File: src/rtl/riscv_pkg.sv
// Constants shared by the fetch and decode stages.
//   INSN_WIDTH : instruction word width
//   HALT_INSN  : word that stops the fetch stage (decode recognises the same value)
//   PC_STEP    : byte increment between consecutive instruction words
package riscv_pkg;

    localparam int          INSN_WIDTH = 32;
    localparam logic [31:0] HALT_INSN  = 32'hFFFF_FFFF;
    localparam int          PC_STEP    = 4;

endpackage

File: src/rtl/fetch_queue.sv
// Synchronous FIFO buffering {pc, instruction} entries between the memory
// response path and decode.
//   clk, rst     : clock, synchronous active-high reset
//   push/pop     : enqueue push_data / dequeue the head entry
//   flush        : empty the queue; overrides push and pop in the same cycle
//   head_data    : oldest entry (don't-care while empty)
//   count        : number of valid entries
//   empty, full  : occupancy flags
module fetch_queue #(
    parameter int DATA_WIDTH = 64,
    parameter int DEPTH      = 2
) (
    input  logic                         clk,
    input  logic                         rst,
    input  logic                         push,
    input  logic                         pop,
    input  logic                         flush,
    input  logic [DATA_WIDTH-1:0]        push_data,
    output logic [DATA_WIDTH-1:0]        head_data,
    output logic [$clog2(DEPTH+1)-1:0]   count,
    output logic                         empty,
    output logic                         full
);

    localparam int CNT_W = $clog2(DEPTH + 1);
    localparam int PTR_W = $clog2(DEPTH);

    logic [DATA_WIDTH-1:0] mem [DEPTH];
    logic [PTR_W-1:0]      rd_ptr;
    logic [PTR_W-1:0]      wr_ptr;
    logic                  do_push;
    logic                  do_pop;

    assign empty     = (count == '0);
    assign full      = (count == CNT_W'(DEPTH));
    assign do_pop    = pop && !empty;
    // A full queue can still accept when the head leaves in the same cycle.
    assign do_push   = push && (!full || do_pop);
    assign head_data = mem[rd_ptr];

    // DEPTH is a power of two, so the pointers wrap on their own.
    always_ff @(posedge clk) begin
        if (rst || flush) begin
            rd_ptr <= '0;
            wr_ptr <= '0;
            count  <= '0;
        end else begin
            if (do_push) wr_ptr <= wr_ptr + PTR_W'(1);
            if (do_pop)  rd_ptr <= rd_ptr + PTR_W'(1);
            if (do_push && !do_pop)      count <= count + CNT_W'(1);
            else if (do_pop && !do_push) count <= count - CNT_W'(1);
        end
    end

    always_ff @(posedge clk) begin
        if (do_push) mem[wr_ptr] <= push_data;
    end

endmodule

File: src/rtl/instruction_fetch.sv
// Instruction fetch stage: owns the PC, issues word-aligned requests to a
// pipelined in-order instruction memory, queues returned words with their PC
// and hands them to decode over valid/ready. Redirects flush the queue and
// discard stale in-flight responses; fetching stops after the halt word.
//   clk, rst                          : clock, synchronous active-high reset
//   imem_req_valid/addr/ready         : fetch request channel
//   imem_resp_valid/data              : in-order response channel, no back-pressure
//   redirect_valid/pc                 : control-flow redirect from execute
//   id_valid/ready/instruction/pc     : decode handshake
//   halted                            : halt word fetched, requests stopped
module instruction_fetch
    import riscv_pkg::*;
#(
    parameter int               WIDTH       = 32,
    parameter logic [WIDTH-1:0] RESET_PC    = '0,
    parameter int               QUEUE_DEPTH = 2
) (
    input  logic                  clk,
    input  logic                  rst,
    output logic                  imem_req_valid,
    output logic [WIDTH-1:0]      imem_req_addr,
    input  logic                  imem_req_ready,
    input  logic                  imem_resp_valid,
    input  logic [INSN_WIDTH-1:0] imem_resp_data,
    input  logic                  redirect_valid,
    input  logic [WIDTH-1:0]      redirect_pc,
    output logic                  id_valid,
    input  logic                  id_ready,
    output logic [INSN_WIDTH-1:0] id_instruction,
    output logic [WIDTH-1:0]      id_pc,
    output logic                  halted
);

    localparam int               CNT_W   = $clog2(2 * QUEUE_DEPTH + 1);
    localparam int               QCNT_W  = $clog2(QUEUE_DEPTH + 1);
    localparam int               ENTRY_W = WIDTH + INSN_WIDTH;
    localparam logic [WIDTH-1:0] STEP    = WIDTH'(PC_STEP);
    localparam logic [CNT_W:0]   CREDITS = (CNT_W + 1)'(QUEUE_DEPTH);

    logic [WIDTH-1:0]   pc;
    logic [WIDTH-1:0]   resp_pc;
    logic [CNT_W-1:0]   outstanding;
    logic [CNT_W-1:0]   outstanding_after_resp;
    logic [CNT_W-1:0]   drop;
    logic [CNT_W-1:0]   live;
    logic [CNT_W:0]     in_use;
    logic [QCNT_W-1:0]  q_count;
    logic               q_empty;
    logic               q_full;
    logic               q_push;
    logic               q_pop;
    logic [ENTRY_W-1:0] q_head;
    logic               req_fire;
    logic               resp_live;

    // Credits come from registered state only, so a pop this cycle is not
    // reusable until the next one; this keeps the request path short.
    assign live           = outstanding - drop;
    assign in_use         = {1'b0, live} + (CNT_W + 1)'(q_count);
    assign imem_req_valid = !rst && !redirect_valid && !halted && (in_use < CREDITS);
    assign imem_req_addr  = pc;
    assign req_fire       = imem_req_valid && imem_req_ready;

    assign resp_live = imem_resp_valid && (drop == '0) && !redirect_valid;
    assign q_push    = resp_live && !q_full;
    assign q_pop     = !q_empty && id_ready && !redirect_valid;

    assign id_valid                  = !q_empty;
    assign {id_pc, id_instruction}   = q_head;

    // Saturate so a response with nothing outstanding (e.g. left over from
    // before a reset) cannot wrap the counter and starve the credit check.
    assign outstanding_after_resp = (imem_resp_valid && outstanding != '0)
                                  ? outstanding - CNT_W'(1) : outstanding;

    always_ff @(posedge clk) begin
        if (rst) begin
            pc          <= RESET_PC;
            resp_pc     <= RESET_PC;
            outstanding <= '0;
            drop        <= '0;
            halted      <= 1'b0;
        end else begin
            outstanding <= outstanding_after_resp + CNT_W'(req_fire);

            // Everything still in flight after this cycle's response is stale.
            if (redirect_valid)                      drop <= outstanding_after_resp;
            else if (imem_resp_valid && drop != '0)  drop <= drop - CNT_W'(1);

            if (redirect_valid) begin
                pc      <= redirect_pc;
                resp_pc <= redirect_pc;
                halted  <= 1'b0;
            end else begin
                if (req_fire)  pc      <= pc + STEP;
                if (resp_live) resp_pc <= resp_pc + STEP;
                if (resp_live && imem_resp_data == HALT_INSN) halted <= 1'b1;
            end
        end
    end

    fetch_queue #(
        .DATA_WIDTH (ENTRY_W),
        .DEPTH      (QUEUE_DEPTH)
    ) u_queue (
        .clk       (clk),
        .rst       (rst),
        .push      (q_push),
        .pop       (q_pop),
        .flush     (redirect_valid),
        .push_data ({resp_pc, imem_resp_data}),
        .head_data (q_head),
        .count     (q_count),
        .empty     (q_empty),
        .full      (q_full)
    );

endmodule

File: config.mk
export PLATFORM = sky130hd
export DESIGN_NAME = instruction_fetch
export DESIGN_NICKNAME = d
export VERILOG_FILES = /design/src/rtl/riscv_pkg.sv /design/src/rtl/fetch_queue.sv /design/src/rtl/instruction_fetch.sv
export SDC_FILE = /design/constraint.sdc
export NUM_CORES = 1
export LEC_CHECK = 0
export BUFFER_PORTS_ARGS = -buffer_cell sky130_fd_sc_hd__clkbuf_2
export CAP_MARGIN = 20
export CORE_MARGIN = 2
export CORE_UTILIZATION = 54
export DETAILED_ROUTE_END_ITERATION = 6
export PLACE_DENSITY_LB_ADDON = 0.08
export SYNTH_ARGS = -nofsm -noshare
export SYNTH_HDL_FRONTEND = slang
export SYNTH_SLANG_ARGS = --single-unit
File: constraint.sdc
create_clock -name clk -period 8.55 [get_ports clk]
set_input_delay 0 -clock clk [delete_from_list [all_inputs] [get_ports clk]]
set_output_delay 0 -clock clk [all_outputs]
set_load 0.01 [all_outputs]
==> metrics.yaml <==
floorplanning:
  floorplan.initialDensity_pct: 54.9
  ios: 169
  num_rows: 47
  dieWidth_um: 134
  coreArea_um2: 16500
  die_area_um2: 17800
  die-height_um: 134
route:
  dr.pass1.iters: 5
  num_vias: 6974
  routed_wl_um: 21800
  vias_per_cell: 5.77
  routedWlPerCell_um: 18.0
  drtIter0Drc: 431
  drc: 0
  drtAntennaViolNets: 0
flow_run:
  max_cap_violations: 0
critical_path:
  crit-reg2reg-capture: "outstanding[2]$_SDFF_PP0_"
  reg2reg_from: "outstanding[0]$_SDFF_PP0_"
  crit_type: "reg2reg"
  crit_required_ns: 8.89
  crit_path_start_kind: "register"
  cp.arrival_ns: 4.14
  cp_max_fo: 18
  cpMostUsedCell: "ha_1"
  slowest_stage: "fa_1"
  crit_path_max_incr_delay_ns: 0.52
  r2r_slack_ns: 4.75
  rr_worst_depth: 13
  cp-end-kind: "register"
  crit_path_cell_trace: "inv_1 -> ha_1 -> inv_1 -> fa_1 -> fa_1 -> or4_1 -> and4b_1 -> nor2_1 -> clkinv_1 -> ha_1 -> ha_1 -> xor2_1 -> nor2_1"
grt:
  grt_pass1_wl_um: 34100
  grt_use_total_pct: 23.8
  grt_pass1_vias: 6630
  gr-total-overflow: 0
  antenna_found_initial: 0
  grt_max_degree: 69
synthesis:
  syn_nets: 833
  synth.avg_cell_area_um2: 12.1
  synth_ff_type: "edfxtp_1"
  async_reset_ff_share_pct: 0
  ys_warn_count: 0
  yosysTopAreaCell: "edfxtp_1"
  synth_top_area_share_pct: 42.4
  synth.area.top_cells: "edfxtp_1, dfxtp_1, mux2_2, xnor2_1, nand2_1"
  synth_seq_area_share_pct: 59.2
  synth_cell_types: 64
  synth-edff-count: 128
  ys_seq_elements: 204
  syn_area_um2: 9060
  synthCells: 750
pwr:
  powerDensity_nw_per_um2: 221
  totalPowerFinal_mw: 2.51
  p_leak_nw: 4.19
  peakVddDrop_mv: 0.157
clock_tree:
  clk_pin_slew_worst_paths_ns: 0.06
  cts_inserted_buffers: 21
  cts.sinks: 204
  ctsLongestPathBuffers: 3
  clockRootBuffer: "clkbuf_16"
  tritoncts: "done"
  post_cts_resized: 0
  clk_latency_ns: 0.49
  cts_max_level: 1
sta:
  rsz0062_at_grt: "false"
  timing_max_transition_violations_final: 0
  max_clock_freq_mhz: 263
  setup_viol: 0
  fin_skew_ns: 0.0113
  slew_headroom_pct: 38.6
  finalCritPeriodShare_pct: 44.4
  hold_viol: 0
  worst_slew_pin_slew_ns: 0.913
  layout_setup_ws_ns: 4.75
  setup_tns_ns: 0
  min_period_ns: 3.80
hold_path:
  min_delay_path_depth: 4
  hold_path_end: "drop[1]$_SDFFE_PP0P_"
  hold_path_class: "in2reg"
  hp-start: "imem_resp_valid"
cells_and_area:
  nNetsFinal: 1057
  final_common_cell: "clkbuf_2"
  syn2layout_area_growth_pct: 25.3
  multi_input_area_um2: 3390
  diodes: 0
  seq_area_um2: 5370
  nFillCells: 1246
  drive_above_1_share_pct: 28.7
  final_cell_mix: "clkbuf_2, edfxtp_1, dfxtp_1"
outcome:
  status: "complete, no violations"
placed_design:
  gp_congestion: 0.858
  pre_cts_ws_ns: 3.84
  dp_hpwl_um: 14100
  io_buffers: 168
[through the flow]
step / area [µm²] / util [%] / instances / hold slack, ns
4_1_cts: 11300 / 68.6 / 1206 / 0.0158
5_1_grt: 11400 / 68.7 / 1208 / 0.0587
6_report: 11400 / 68.7 / 1208 / 0.0358
3_3_place_gp: 10000 / 60.7 / 1104 / 0.206
2_1_floorplan: 9060 / - / 750 / 0.0989
3_5_place_dp: 10000 / 60.7 / 1104 / 0.210
[what timing repair did]
action / 4_1_cts / 5_1_grt
endpoints found under the hold margin: 130 / 0
buffers inserted: 0 / 0
hold buffers: 65 / 0
[power by group]
group          switching [mW]  total [mW]  internal [mW]
clock network           0.354       0.884          0.530
logic                   0.244       0.439          0.195
registers              0.0533        1.18           1.13
[cells in the mapped netlist, types with 13 or more instances]
library cell,n
o21ai_0,14
a211oi_1,13
nand2_1,52
xnor2_1,23
nand4_1,21
edfxtp_1,128
or3_1,14
mux2_2,64
a21oi_1,28
clkbuf_1,31
inv_1,26
nand3_1,29
nor3_1,15
nor2_1,36
dfxtp_1,76
nor4_1,17
a31oi_1,25
[per-layer routing]
metal | track usage (%) | vias to the layer above | wire length, µm
met5 | 0 | - | 0
met2 | 38.9 | 301 | 10300
met3 | 3.69 | 39 | 1590
li1 | - | 3284 | -
met1 | 33.1 | 3350 | 9350
met4 | 7.03 | 0 | 507
[cell type report]
| type | instances | area share [%] |
|---|---|---|
| sequential | 204 | 47.2 |
| multi-input combinational | 478 | 29.9 |
| clock buffer | 30 | 5.10 |
| timing repair buffer | 242 | 13.7 |
| tap | 220 | 2.42 |
| inverter | 27 | 0.892 |
| clock inverter | 7 | 0.727 |
[state kept, by name (all words and copies together) (netlist names), named ones only]
name            cells
u_queue.count       2
imem_req_addr      32
u_queue.rd_ptr      1
drop                3
resp_pc            32
outstanding         3
halted              1
u_queue.wr_ptr      1
u_queue.mem       128
[how the worst max path moves through the flow]
stage	start	to	slack, ns	cells after the start
CTS	outstanding[0]$_SDFF_PP0_	outstanding[2]$_SDFF_PP0_	3.79	13
finish	outstanding[0]$_SDFF_PP0_	outstanding[2]$_SDFF_PP0_	4.75	13
floorplan	drop[1]$_SDFFE_PP0P_	u_queue.mem[0][0]$_DFFE_PP_	1.02	4
detailed placement	outstanding[0]$_SDFF_PP0_	outstanding[1]$_SDFF_PP0_	3.84	12
global placement	outstanding[0]$_SDFF_PP0_	outstanding[1]$_SDFF_PP0_	4.03	12
global route	outstanding[0]$_SDFF_PP0_	outstanding[2]$_SDFF_PP0_	4.52	13
[cells by family after synthesis]
logic type,after synthesis,synth area share (%)
mux,65,8.06
fa+ha+maj,13,1.96
compound gates,131,9.69
xor+xnor,34,3.44
simple gates,235,14.2
buf+inv,68,3.45
flops,204,59.2
[critical path: cells and delay by family (launching register included)]
family	cells	cell delay, ns
buffers and inverters	3	0.61
flip-flops	1	0.34
AND/OR/NAND/NOR	4	0.76
adder cells (fa/ha/maj)	5	1.78
XOR/XNOR	1	0.18
Note: power is estimated with default switching activity, not from simulation.
